===== src/rtl/demux_vc_if.sv =====
// Handshake and data bundle between the upstream word source and the two VC FIFOs.
// master drives words and pause levels; slave is the demultiplexer.
interface demux_vc_if #(
  parameter int DATA_SIZE = 6
);
  logic                 valid_in;
  logic [DATA_SIZE-1:0] data_in;
  logic                 pause_VC0;
  logic                 pause_VC1;
  logic                 ready_out;
  logic                 push_VC0;
  logic                 push_VC1;
  logic [DATA_SIZE-1:0] data_VC0;
  logic [DATA_SIZE-1:0] data_VC1;
  logic [7:0]           count_VC0;
  logic [7:0]           count_VC1;
  logic                 drop;

  modport master (
    output valid_in, data_in, pause_VC0, pause_VC1,
    input  ready_out, push_VC0, push_VC1, data_VC0, data_VC1,
           count_VC0, count_VC1, drop
  );

  modport slave (
    input  valid_in, data_in, pause_VC0, pause_VC1,
    output ready_out, push_VC0, push_VC1, data_VC0, data_VC1,
           count_VC0, count_VC1, drop
  );
endinterface


===== src/rtl/demux_vc.sv =====
// Routes incoming words to one of two virtual-channel FIFOs by a destination bit,
// parking a single word in a hold register while its target FIFO is paused.
module demux_vc #(
  parameter int DATA_SIZE = 6,
  parameter int DEST_BIT  = DATA_SIZE - 2
) (
  input logic         clk,
  input logic         reset_L,
  demux_vc_if.slave   bus
);

  typedef enum logic {PASS, HOLD} state_t;

  state_t               state;
  logic [DATA_SIZE-1:0] hold_data;
  logic                 hold_dest;

  logic                 in_dest;
  logic                 in_paused;
  logic                 held_paused;
  logic                 push_now;
  logic                 push_dest;
  logic [DATA_SIZE-1:0] push_word;

  assign in_dest     = bus.data_in[DEST_BIT];
  assign in_paused   = in_dest   ? bus.pause_VC1 : bus.pause_VC0;
  assign held_paused = hold_dest ? bus.pause_VC1 : bus.pause_VC0;

  // In PASS the live word goes straight through; in HOLD only the parked word can leave.
  always_comb begin
    push_now  = 1'b0;
    push_dest = in_dest;
    push_word = bus.data_in;
    if (state == PASS) begin
      push_now = bus.valid_in && !in_paused;
    end else begin
      push_now  = !held_paused;
      push_dest = hold_dest;
      push_word = hold_data;
    end
  end

  always_ff @(posedge clk or negedge reset_L) begin
    if (!reset_L) begin
      state         <= PASS;
      hold_data     <= '0;
      hold_dest     <= 1'b0;
      bus.ready_out <= 1'b1;
      bus.push_VC0  <= 1'b0;
      bus.push_VC1  <= 1'b0;
      bus.data_VC0  <= '0;
      bus.data_VC1  <= '0;
      bus.count_VC0 <= 8'd0;
      bus.count_VC1 <= 8'd0;
      bus.drop      <= 1'b0;
    end else begin
      bus.push_VC0 <= 1'b0;
      bus.push_VC1 <= 1'b0;

      if (push_now) begin
        if (push_dest) begin
          bus.push_VC1  <= 1'b1;
          bus.data_VC1  <= push_word;
          bus.count_VC1 <= bus.count_VC1 + 8'd1;
        end else begin
          bus.push_VC0  <= 1'b1;
          bus.data_VC0  <= push_word;
          bus.count_VC0 <= bus.count_VC0 + 8'd1;
        end
      end

      if (state == PASS) begin
        if (bus.valid_in && in_paused) begin
          hold_data     <= bus.data_in;
          hold_dest     <= in_dest;
          state         <= HOLD;
          bus.ready_out <= 1'b0;
        end
      end else begin
        // A word offered while not ready is lost, including on the release edge.
        if (bus.valid_in) begin
          bus.drop <= 1'b1;
        end
        if (!held_paused) begin
          hold_data     <= '0;
          hold_dest     <= 1'b0;
          state         <= PASS;
          bus.ready_out <= 1'b1;
        end
      end
    end
  end

endmodule


===== src/flat_wrapper.sv =====
// flat-port wrapper written by rule: the top's interface ports become plain ports
module demux_vc_flat 
#(
  parameter int DATA_SIZE = 6,
  parameter int DEST_BIT  = DATA_SIZE - 2
)
  (clk, reset_L, bus_valid_in, bus_data_in, bus_pause_VC0, bus_pause_VC1, bus_ready_out, bus_push_VC0, bus_push_VC1, bus_data_VC0, bus_data_VC1, bus_count_VC0, bus_count_VC1, bus_drop);
  demux_vc_if #(.DATA_SIZE(DATA_SIZE)) bus_i ();
  input logic clk;
  input logic reset_L;
  input wire logic [$bits(bus_i.valid_in)-1:0] bus_valid_in;
  input wire logic [$bits(bus_i.data_in)-1:0] bus_data_in;
  input wire logic [$bits(bus_i.pause_VC0)-1:0] bus_pause_VC0;
  input wire logic [$bits(bus_i.pause_VC1)-1:0] bus_pause_VC1;
  output wire logic [$bits(bus_i.ready_out)-1:0] bus_ready_out;
  output wire logic [$bits(bus_i.push_VC0)-1:0] bus_push_VC0;
  output wire logic [$bits(bus_i.push_VC1)-1:0] bus_push_VC1;
  output wire logic [$bits(bus_i.data_VC0)-1:0] bus_data_VC0;
  output wire logic [$bits(bus_i.data_VC1)-1:0] bus_data_VC1;
  output wire logic [$bits(bus_i.count_VC0)-1:0] bus_count_VC0;
  output wire logic [$bits(bus_i.count_VC1)-1:0] bus_count_VC1;
  output wire logic [$bits(bus_i.drop)-1:0] bus_drop;
  assign bus_i.valid_in = bus_valid_in;
  assign bus_i.data_in = bus_data_in;
  assign bus_i.pause_VC0 = bus_pause_VC0;
  assign bus_i.pause_VC1 = bus_pause_VC1;
  assign bus_ready_out = bus_i.ready_out;
  assign bus_push_VC0 = bus_i.push_VC0;
  assign bus_push_VC1 = bus_i.push_VC1;
  assign bus_data_VC0 = bus_i.data_VC0;
  assign bus_data_VC1 = bus_i.data_VC1;
  assign bus_count_VC0 = bus_i.count_VC0;
  assign bus_count_VC1 = bus_i.count_VC1;
  assign bus_drop = bus_i.drop;
  demux_vc #(.DATA_SIZE(DATA_SIZE), .DEST_BIT(DEST_BIT)) u_core (.clk(clk), .reset_L(reset_L), .bus(bus_i));
endmodule

===== config.mk =====
export PLATFORM = sky130hd
export DESIGN_NAME = demux_vc_flat
export DESIGN_NICKNAME = d
export VERILOG_FILES = /design/src/rtl/demux_vc_if.sv /design/src/rtl/demux_vc.sv /design/src/flat_wrapper.sv
export SDC_FILE = /design/constraint.sdc
export NUM_CORES = 1
export LEC_CHECK = 0
export BUFFER_PORTS_ARGS = -buffer_cell sky130_fd_sc_hd__buf_2
export CAP_MARGIN = 20
export CORE_AREA = 2 2 59 61
export CTS_BUF_LIST = sky130_fd_sc_hd__clkbuf_4 sky130_fd_sc_hd__clkbuf_8
export CTS_CLUSTER_DIAMETER = 30
export DETAILED_ROUTE_END_ITERATION = 10
export DIE_AREA = 0 0 61 63
export HOLD_SLACK_MARGIN = 0.02
export PLACE_DENSITY = 0.92
export RECOVER_POWER = 50
export SYNTH_ARGS = -nofsm -noshare
export SYNTH_HDL_FRONTEND = slang
export SYNTH_SLANG_ARGS = --single-unit

===== constraint.sdc =====
create_clock -name clk -period 2.47 [get_ports clk]
set_input_delay 0.1235 -clock clk [delete_from_list [all_inputs] [get_ports clk]]
set_output_delay 0.1235 -clock clk [all_outputs]
set_load 0.01 [all_outputs]

==> flow_summary.toml <==
[routing]
num_vias = 1210
post-route-drc-count = 0
drtIter0Drc = 58
ant_nets = 0
drt_pass1_iterations = 4
post_drt_wl_per_cell_um = 13.9
wirelength_um = 3270
avgViaCountPerCell = 5.15

[timing]
tightest_slew_ns = 0.816
slew_headroom_pct = 45.6
setup_viol = 0
tns_ns = 0
fin_skew_ns = 0.00610
fmax_ghz = 0.567
drv_slew = 0
finalHoldViolations = 0
rsz0062_at_grt = "no"
fin_crit_ns = 1.76
fin_crit_sh_pct = 71.4

[worst_setup_path]
crit_type = "reg2reg"
r2r_end = "u_core.hold_data[2]$_DFFE_PN0P_"
path_cells = "nor2b_1, nor2b_1, a21oi_2, a22o_1"
required_ns = 2.70
path_buf_inv = 0
r2r-start = "u_core.state$_DFF_PN0_"
cpMaxStageDelayCell = "nor2b_1"
start_kind = "flip-flop"
cp_max_fo = 9
r2r_slack_ns = 0.71
critPathArrivalTime_ns = 1.99
path_common_cell = "nor2b_1"
critPathTopFamily = "simple AND/OR/NAND/NOR gates"
rr_worst_depth = 4
max_stage_delay_ns = 0.54
cp-end-kind = "flip-flop"

[pwr]
leakage_nw = 0.943
p_seq_share_pct = 51.1
internal-power_mw = 1.29
p_per_area_nw_per_um2 = 1050
switching_share_pct = 38.3
ir_drop_mv = 0.576
combPwrFrac_pct = 34.8
p_sw_uw = 805
pwr-share-clk_pct = 14.1
total_power_mw = 2.10

[layout]
most-common-layout-cells = "dfrtp_1, clkbuf_1, buf_2"
fill_cells = 300
final_common_cell = "dfrtp_1"
synthToLayoutAreaGrowth_pct = 17.4
diodes = 0
fin_nets = 203
layout.cells.non_filler = 235
final_layout_size_suffix_gt1_share_pct = 18.5

[die]
rows = 21
io-pin-count = 43
die_w_um = 61
initial_core_util_pct = 52.8
die-height_um = 63
die_area_um2 = 3840
core_um2 = 3230

[flow_run]
drv_cap = 0

[placement]
place_inst = 224
hpwl_um = 2300
io_buffer_count = 42
place.gp.congestion = 0.802

[synthesis]
synth_nets = 153
synth_cell_types = 36
yosysWarnings = 0
ys_ff_latch = 39
synth_area_um2 = 1710
synth_cells = 140
synth-seq-area-share_pct = 57.2
syn_area_per_cell_um2 = 12.2

[clocking]
clock_path_buffers = 2
cts_tree = "built"
cts_sinks = 39
clk_pin_slew_ns = 0.10
postCtsSetupBuffers = 0
cts_htree_levels = 2
root_buffer = "clkbuf_4"
clkLatencyLatePin_ns = 0.34
cts_buffers = 5

[global_route]
antenna_found_initial = 0
grt_pass1_wl_um = 5450
grt.overflow.total = 0
grt_pass1_vias = 1186
grt_start_max_net_pins = 40
grt_util_all_layers_pct = 18.9

[min_path]
hold_class = "in2reg"
hp-start = "bus_data_in[0]"
whs_path_depth = 2
hold_path_end = "u_core.hold_data[0]$_DFFE_PN0P_"

[outcome]
status = "finished, final reports clean"
## area by class of cell
cell class | instances | area, um^2 | area share, %
Multi-Input combinational cell | 93 | 678 | 33.8
Sequential cell | 39 | 977 | 48.7
Clock buffer | 6 | 45.0 | 2.25
Inverter | 2 | 7.51 | 0.374
Timing Repair Buffer | 49 | 240 | 12.0
Tap cell | 46 | 57.6 | 2.87
## routing by layer
metal  GRT usage (%)  up-vias  share of wire [%]
li1                -      586                  -
met1            26.0      577                 46
met2            27.8       40                 48
met3            6.63        7                5.4
met4            6.25        0                1.3
met5               0        -                  0
## worst register-to-register path, cell delays in order (launching register included)
cell	delay [ns]
dfrtp_1	0.47
nor2b_1	0.26
nor2b_1	0.54
a21oi_2	0.15
a22o_1	0.23
## registers in the layout, summed over array words and instances, names as in the netlist, 6 cells and up
register and count:
u_core.bus.data_VC1 6, u_core.bus.count_VC1 8, u_core.bus.count_VC0 8, u_core.hold_data 6
u_core.bus.data_VC0 6
## stage by stage
step                utilization, %  area (um^2)  hold slack (ns)  setup slack [ns]
global route                  62.1         2010           0.0277             0.538
finish                        62.1         2010           0.0332             0.707
global placement              60.2         1950            0.262             0.790
CTS                           62.5         2020           0.0203             0.733
floorplan                        -         1710           -0.172             0.939
detailed placement            60.2         1950            0.268             0.740
## repair_timing
item | in CTS | in global routing
gates resized for setup | 0 | 0
endpoints found under the hold margin | 40 | 2
hold buffers | 3 | 2
## power by group through the flow
stage	Clock (mW)	Sequential, mW	Combinational, mW
3_5_place_dp	0	1.07	0.771
2_1_floorplan	0	1.11	0.436
6_report	0.297	1.07	0.731
5_1_grt	0.340	1.10	0.818
3_3_place_gp	0	1.07	0.733
4_1_cts	0.307	1.06	0.774
## how the worst max path moves through the flow
stage                           start                             endpoint  depth (start not counted)
2_1_floorplan  u_core.state$_DFF_PN0_  u_core.bus.count_VC0[1]$_DFFE_PN0P_                          4
3_3_place_gp   u_core.state$_DFF_PN0_  u_core.bus.count_VC0[1]$_DFFE_PN0P_                          3
3_5_place_dp   u_core.state$_DFF_PN0_  u_core.bus.count_VC0[1]$_DFFE_PN0P_                          3
4_1_cts        u_core.state$_DFF_PN0_  u_core.bus.count_VC0[1]$_DFFE_PN0P_                          3
5_1_grt        u_core.state$_DFF_PN0_      u_core.hold_data[2]$_DFFE_PN0P_                          4
6_report       u_core.state$_DFF_PN0_      u_core.hold_data[2]$_DFFE_PN0P_                          4
## cells in the mapped netlist, drive strengths merged
master  count  area, um^2
dfrtp      38         951
a21oi      13        83.8
nor2       13        48.8
xor2       11        96.3
mux2i       8        92.6
nand2       7        26.3
a22o        5        43.8
buf         5        40.0
nand4       4        25.0
nor3        4        20.0
a21o        3        22.5
nand3       3        15.0
xnor2       3        26.3
a22oi       2        28.8
ha          2        25.0
inv         2        7.51
mux2        2        22.5
nor2b       2        12.5
o21ai       2        10.0
and2b       1        7.51
and3        1        6.26
and4bb      1        12.5
clkbuf      1        5.00
dfstp       1        26.3
nand2b      1        6.26
nand3b      1        7.51
nand4b      1        8.76
nor3b       1        12.5
or2         1        6.26
or3b        1        11.3
## kinds of logic (layout without fill, tap and decap cells)
| family | count (synthesis) | count (layout) | synth area share (%) |
|---|---|---|---|
| buffers and inverters | 8 | 57 | 3.08 |
| xor gates and xnor gates | 14 | 14 | 7.18 |
| AOI/OAI and AO/OA | 25 | 25 | 11.1 |
| muxes | 10 | 10 | 6.74 |
| DFF | 39 | 39 | 57.2 |
| and+or+nand+nor | 42 | 42 | 13.3 |
| adders and majority gates | 2 | 2 | 1.46 |
(Power assumes the default switching activity.)
